## config.mk

```make
export PLATFORM = sky130hd
export DESIGN_NAME = decode_queue
export DESIGN_NICKNAME = d
export VERILOG_FILES = /design/src/rtl/decode_queue.sv
export SDC_FILE = /design/constraint.sdc
export NUM_CORES = 1
export LEC_CHECK = 0
export CORE_MARGIN = 2
export CORE_UTILIZATION = 31
export DETAILED_ROUTE_END_ITERATION = 6
export PLACE_DENSITY = 0.61
export SETUP_SLACK_MARGIN = 0.4
export SYNTH_ARGS = -nofsm -noshare
export SYNTH_HDL_FRONTEND = slang
export SYNTH_SLANG_ARGS = --single-unit
```

## constraint.sdc

```tcl
create_clock -name clk -period 2.97 [get_ports clk]
set_clock_uncertainty 0.1 [all_clocks]
set_input_delay 0.594 -clock clk [delete_from_list [all_inputs] [get_ports clk]]
set_output_delay 0.594 -clock clk [all_outputs]
set_load 0.01 [all_outputs]
```

## src/rtl/decode_queue.sv

```systemverilog
// RV32I decode queue: DEPTH-entry {instr, pc} FIFO with combinational decode of the head entry.
// Latency: a push in cycle N is visible at the outputs in cycle N+1; decode adds no register stage.
// Backpressure: in_ready = count < DEPTH (no pass-through when full); the head holds while out_ready is low.
// Optional: DECODE_QUEUE_ILLEGAL_CHK_EN enables out_illegal and masks the usage flags of illegal opcodes.
module decode_queue #(
    parameter int DEPTH    = 4,
    parameter int PC_WIDTH = 32
) (
    input  logic                       clk,
    input  logic                       rst,
    input  logic                       flush,
    input  logic                       in_valid,
    output logic                       in_ready,
    input  logic [31:0]                in_instr,
    input  logic [PC_WIDTH-1:0]        in_pc,
    output logic                       out_valid,
    input  logic                       out_ready,
    output logic [PC_WIDTH-1:0]        out_pc,
    output logic [6:0]                 out_opcode,
    output logic [2:0]                 out_funct3,
    output logic [6:0]                 out_funct7,
    output logic [4:0]                 out_rs1,
    output logic [4:0]                 out_rs2,
    output logic [4:0]                 out_rd,
    output logic [31:0]                out_imm,
    output logic                       out_rs1_used,
    output logic                       out_rs2_used,
    output logic                       out_rd_we,
    output logic                       out_illegal,
    output logic [$clog2(DEPTH+1)-1:0] count
);
    localparam int PW = $clog2(DEPTH);
    localparam int CW = $clog2(DEPTH+1);
    localparam logic [CW-1:0] FULL = CW'(DEPTH);
    localparam logic [CW-1:0] CONE = CW'(1);
    localparam logic [PW-1:0] PONE = PW'(1);

    localparam logic [6:0] OP_LUI    = 7'b0110111;
    localparam logic [6:0] OP_AUIPC  = 7'b0010111;
    localparam logic [6:0] OP_JAL    = 7'b1101111;
    localparam logic [6:0] OP_JALR   = 7'b1100111;
    localparam logic [6:0] OP_BRANCH = 7'b1100011;
    localparam logic [6:0] OP_LOAD   = 7'b0000011;
    localparam logic [6:0] OP_STORE  = 7'b0100011;
    localparam logic [6:0] OP_IMM    = 7'b0010011;
    localparam logic [6:0] OP_OP     = 7'b0110011;
    localparam logic [6:0] OP_FENCE  = 7'b0001111;
    localparam logic [6:0] OP_SYSTEM = 7'b1110011;

    logic [31:0]         instr_q [DEPTH];
    logic [31:0]         instr_d [DEPTH];
    logic [PC_WIDTH-1:0] pc_q    [DEPTH];
    logic [PC_WIDTH-1:0] pc_d    [DEPTH];
    logic [PW-1:0]       wptr_q, wptr_d, rptr_q, rptr_d;
    logic [CW-1:0]       count_q, count_d;
    logic                push, pop;

    assign in_ready  = (count_q < FULL);
    assign out_valid = (count_q != '0);
    assign count     = count_q;
    assign push      = in_valid && in_ready;
    assign pop       = out_valid && out_ready;

    always_comb begin
        instr_d = instr_q;
        pc_d    = pc_q;
        wptr_d  = wptr_q;
        rptr_d  = rptr_q;
        count_d = count_q;
        if (flush) begin
            // Storage is left as-is; only the bookkeeping is cleared.
            wptr_d  = '0;
            rptr_d  = '0;
            count_d = '0;
        end else begin
            if (push) begin
                instr_d[wptr_q] = in_instr;
                pc_d[wptr_q]    = in_pc;
                wptr_d          = wptr_q + PONE;
            end
            if (pop) begin
                rptr_d = rptr_q + PONE;
            end
            case ({push, pop})
                2'b10:   count_d = count_q + CONE;
                2'b01:   count_d = count_q - CONE;
                default: count_d = count_q;
            endcase
        end
    end

    always_ff @(posedge clk) begin
        if (rst) begin
            for (int i = 0; i < DEPTH; i++) begin
                instr_q[i] <= '0;
                pc_q[i]    <= '0;
            end
            wptr_q  <= '0;
            rptr_q  <= '0;
            count_q <= '0;
        end else begin
            instr_q <= instr_d;
            pc_q    <= pc_d;
            wptr_q  <= wptr_d;
            rptr_q  <= rptr_d;
            count_q <= count_d;
        end
    end

    logic [31:0] ins;
    logic        rs1_raw, rs2_raw, rd_raw, illegal;

    assign ins        = instr_q[rptr_q];
    assign out_pc     = pc_q[rptr_q];
    assign out_opcode = ins[6:0];
    assign out_funct3 = ins[14:12];
    assign out_funct7 = ins[31:25];
    assign out_rs1    = ins[19:15];
    assign out_rs2    = ins[24:20];
    assign out_rd     = ins[11:7];

    always_comb begin
        out_imm = 32'h0;
        rs1_raw = 1'b0;
        rs2_raw = 1'b0;
        rd_raw  = 1'b0;
        case (ins[6:0])
            OP_LUI, OP_AUIPC: begin
                out_imm = {ins[31:12], 12'h000};
                rd_raw  = 1'b1;
            end
            OP_JAL: begin
                out_imm = {{11{ins[31]}}, ins[31], ins[19:12], ins[20], ins[30:21], 1'b0};
                rd_raw  = 1'b1;
            end
            OP_JALR, OP_LOAD, OP_IMM: begin
                out_imm = {{20{ins[31]}}, ins[31:20]};
                rs1_raw = 1'b1;
                rd_raw  = 1'b1;
            end
            OP_SYSTEM: begin
                out_imm = {{20{ins[31]}}, ins[31:20]};
                rd_raw  = 1'b1;
            end
            OP_STORE: begin
                out_imm = {{20{ins[31]}}, ins[31:25], ins[11:7]};
                rs1_raw = 1'b1;
                rs2_raw = 1'b1;
            end
            OP_BRANCH: begin
                out_imm = {{19{ins[31]}}, ins[31], ins[7], ins[30:25], ins[11:8], 1'b0};
                rs1_raw = 1'b1;
                rs2_raw = 1'b1;
            end
            OP_OP: begin
                rs1_raw = 1'b1;
                rs2_raw = 1'b1;
                rd_raw  = 1'b1;
            end
            default: ;
        endcase
    end

`ifdef DECODE_QUEUE_ILLEGAL_CHK_EN
    logic legal_op;
    always_comb begin
        legal_op = 1'b0;
        case (ins[6:0])
            OP_LUI, OP_AUIPC, OP_JAL, OP_JALR, OP_BRANCH, OP_LOAD,
            OP_STORE, OP_IMM, OP_OP, OP_FENCE, OP_SYSTEM: legal_op = 1'b1;
            default: legal_op = 1'b0;
        endcase
    end
    assign illegal = out_valid && !legal_op;
`else
    assign illegal = 1'b0;
`endif

    assign out_illegal  = illegal;
    assign out_rs1_used = out_valid && !illegal && rs1_raw;
    assign out_rs2_used = out_valid && !illegal && rs2_raw;
    assign out_rd_we    = out_valid && !illegal && rd_raw && (ins[11:7] != 5'd0);
endmodule

```

==> flow_summary.yaml <==
status:
  status: "finished with violations"
  violations: "setup timing"
floorplan:
  die_area_um2: 37720
  die_x_um: 194.2
  coreArea_um2: 35570
  io_pins: 174
  die_h_um: 194.2
  fp-row-count: 69
  start_util_pct: 31.54
worst_setup_path:
  r2r_end: "count[2]"
  arrival_ns: 2.93
  crit_path_start: "rptr_q[1]"
  required_ns: 2.28
  r2r_start: "count[2]"
  critPathMaxFanout: 5
  critPathCaptureType: "output port"
  r2r_setup_slack_ns: 0.71
  worst_setup_path_start_kind: "flop"
  worst-path-buf-inv: 6
  path_class: "flop to output port"
  endpoint: "out_imm[28]"
  reg2reg_depth: 8
  cpPeakStageDelay_ns: 0.58
  path_cells: "buf_6 -> buf_6 -> mux4_2 -> and3b_2 -> nand2_2 -> o221ai_4 -> buf_12 -> buf_12 -> buf_6 -> a21o_1 -> buf_2"
  critPathSlowestCell: "mux4_2"
  crit_top_cell: "buf_6"
  critical_path.top_delay_family: "buffers and inverters"
  crit_cells: 11
synthesis:
  synthMuxAreaShare_pct: 12.97
  ys_top_cells_by_count: "nand2_1 (527), dfxtp_1 (263), a21oi_1 (262)"
  synth-simple-area-share_pct: 20.32
  synth_top_family_by_area: "simple AND/OR/NAND/NOR gates"
  synth_area_um2: 11220
  synth_nets: 1405
  synth_seq_cells: 263
  synth_edf_count: 0
  synth_compound_area_share_pct: 14.40
  yosysTopAreaCellShare_pct: 46.94
  synth_fa_ha_area_share_pct: 0.7362
  yosys_warnings: 0
  ys_seq_area_share_pct: 46.94
  synth.most_common_cell: "nand2_1"
  yosys.area.top_type: "dfxtp_1"
  async_reset_ff_share_pct: 0
  synthFlopType: "dfxtp_1"
  synthDistinctLibCells: 47
  avgSynthCellArea_um2: 8.434
  synth_top_cells_by_area: "dfxtp_1 (47%), nand2_1 (18%), mux4_2 (13%)"
  synthCells: 1330
  yosys.area_share.xor_xnor_pct: 0.4685
sta:
  period_minus_slack_ns: 3.623
  finalSetupViolCount: 51
  slew_violations: 0
  setup_ws_ns: -0.6527
  grt_setup_unrepaired: "yes"
  max_freq_mhz: 276.0
  worstMarginPinSlew_ns: 0.7082
  maxSlewHeadroom_pct: 52.79
  post-route-period-util_pct: 122.0
  hold_violations: 0
cells_and_area:
  syn_to_final_growth_pct: 42.05
  nets: 1638
  drive_above_1_share_pct: 24.61
  stdcell_area_um2: 15930
  final_cells: 2047
clocking:
  cts.reportedPaths.clkPinSlew_ns: 0.06
  cts_num_sinks: 263
  cts_tree: "yes"
  htreeDepth: 1
  worstSkewPairLatency_ns: 0.55
  cts_root_buffer: "clkbuf_16"
  ctsLongestPathBuffers: 3
  postCtsHoldBufs: 0
  cts_buffers: 30
place:
  port-buffer-count: 172
  place_inst: 1920
  hpwl_um: 21420
  place.gp.congestion: 0.9104
  placedInstanceArea_um2: 13790
routing:
  via_count: 10349
  first_iter_violations: 514
  drtAntennaViolNets: 0
  wirelength_um: 36400
  drc: 0
  routed_via_density: 5.056
  drt_first_pass_iters: 4
  wl_per_cell_um: 17.78
global_route:
  overflow: 0
  grt_pass1_vias: 10112
  track_usage_pct: 18.48
  grt_antenna_before_repair: 1
  grt_max_degree: 101
  grt_pass1_wl_um: 56500
power_and_ir_drop:
  leakagePower_nw: 5.777
  power-per-cell-area_nw_per_um2: 510.1
  total_power_mw: 8.127
  ir_drop_uv: 471.1
hold_path:
  hold_path_class: "flop to flop"
run:
  max_cap_violations: 0
## cell type report
cell class | count | area, um2
Clock inverter | 10 | 137.6
Sequential cell | 263 | 5273
Timing Repair Buffer | 304 | 3309
Inverter | 10 | 37.54
Multi-Input combinational cell | 954 | 5723
Fill cell | 3421 | 19640
Tap cell | 461 | 576.8
Clock buffer | 44 | 874.6
Antenna cell | 1 | 2.502
## layer usage
| layer | routed length, um | vias up | GRT usage (%) |
|---|---|---|---|
| met5 | 0 | - | 0 |
| met4 | 801 | 0 | 4.574 |
| li1 | - | 4939 | - |
| met2 | 17680 | 336 | 31.76 |
| met1 | 15180 | 5020 | 23.50 |
| met3 | 2734 | 54 | 4.088 |
## worst register-to-register path, cell delays in order, from the launching register on
cell	delay (ns)
dfxtp_1	0.41
or3_4	0.22
and2_1	0.22
ha_1	0.21
inv_1	0.06
fa_1	0.38
xor2_1	0.16
or3_1	0.30
a21oi_1	0.13
## state kept, by name, summed over array words and instances, names as in the netlist
name and count:
wptr_q 2, instr_q 128, count 3, pc_q 128
rptr_q 2
## stage by stage
stage	utilization [%]	setup slack (ns)	TNS, ns	hold WS (ns)
after floorplan	-	0.1861	0	0.3315
after global placement	38.76	-0.2737	-8.244	0.3381
after detailed placement	38.76	-0.3746	-9.774	0.3444
after CTS	43.64	-0.7149	-20.18	0.3527
after global routing	44.80	-0.7679	-24.69	0.3680
final	44.80	-0.6527	-20.05	0.3502
## cells in the final DEF (no fill, tap or decap), types with 3 or more instances in the layout
cell type | synthesis | routed
bufinv_16 | 0 | 3
buf_8 | 0 | 7
ha_1 | 5 | 5
o21ai_0 | 5 | 4
mux4_2 | 63 | 64
clkbuf_8 | 0 | 6
clkbuf_1 | 75 | 8
buf_12 | 0 | 26
clkdlybuf4s50_1 | 0 | 71
and2_2 | 0 | 4
nor2_1 | 11 | 9
nand2_2 | 0 | 5
buf_16 | 0 | 5
nand2_1 | 527 | 521
a22o_1 | 4 | 4
clkbuf_16 | 0 | 32
and2_1 | 15 | 3
a21o_1 | 19 | 19
buf_2 | 16 | 30
dfxtp_1 | 263 | 261
buf_6 | 2 | 113
clkinv_2 | 0 | 3
xor2_1 | 4 | 4
buf_4 | 1 | 48
a21oi_1 | 262 | 260
inv_1 | 10 | 10
and2_4 | 0 | 8
## how the worst min path moves through the flow
stage / startpoint / cells past startpoint / to / slack [ns]
2_1_floorplan: instr_q[33] / 2 / instr_q[33] / 0.33
3_3_place_gp: instr_q[50] / 2 / instr_q[50] / 0.34
4_1_cts: pc_q[39] / 2 / pc_q[39] / 0.35
5_1_grt: pc_q[44] / 2 / pc_q[44] / 0.37
6_report: pc_q[8] / 2 / pc_q[8] / 0.35
3_5_place_dp: pc_q[46] / 2 / pc_q[46] / 0.34
## power by group
part,internal [mW],switching [mW],total (mW)
combinational,0.365,0.384,0.749
clock,2.29,1.47,3.76
sequential,3.59,0.0328,3.62
## cells by family after synthesis
| family | Yosys count |
|---|---|
| other | 1 |
| and+or+nand+nor | 574 |
| xor gates and xnor gates | 6 |
| adders and majority gates | 6 |
| DFF | 263 |
| muxes | 65 |
| AOI/OAI and AO/OA | 302 |
| buffers and inverters | 113 |
## repair_timing
action	in CTS	in global routing
setup buffers	44	23
gates cloned	4	1
pin swaps	19	37
endpoints found under the setup margin	100	99
gates resized for setup	541	56
(Power assumes the default switching activity.)
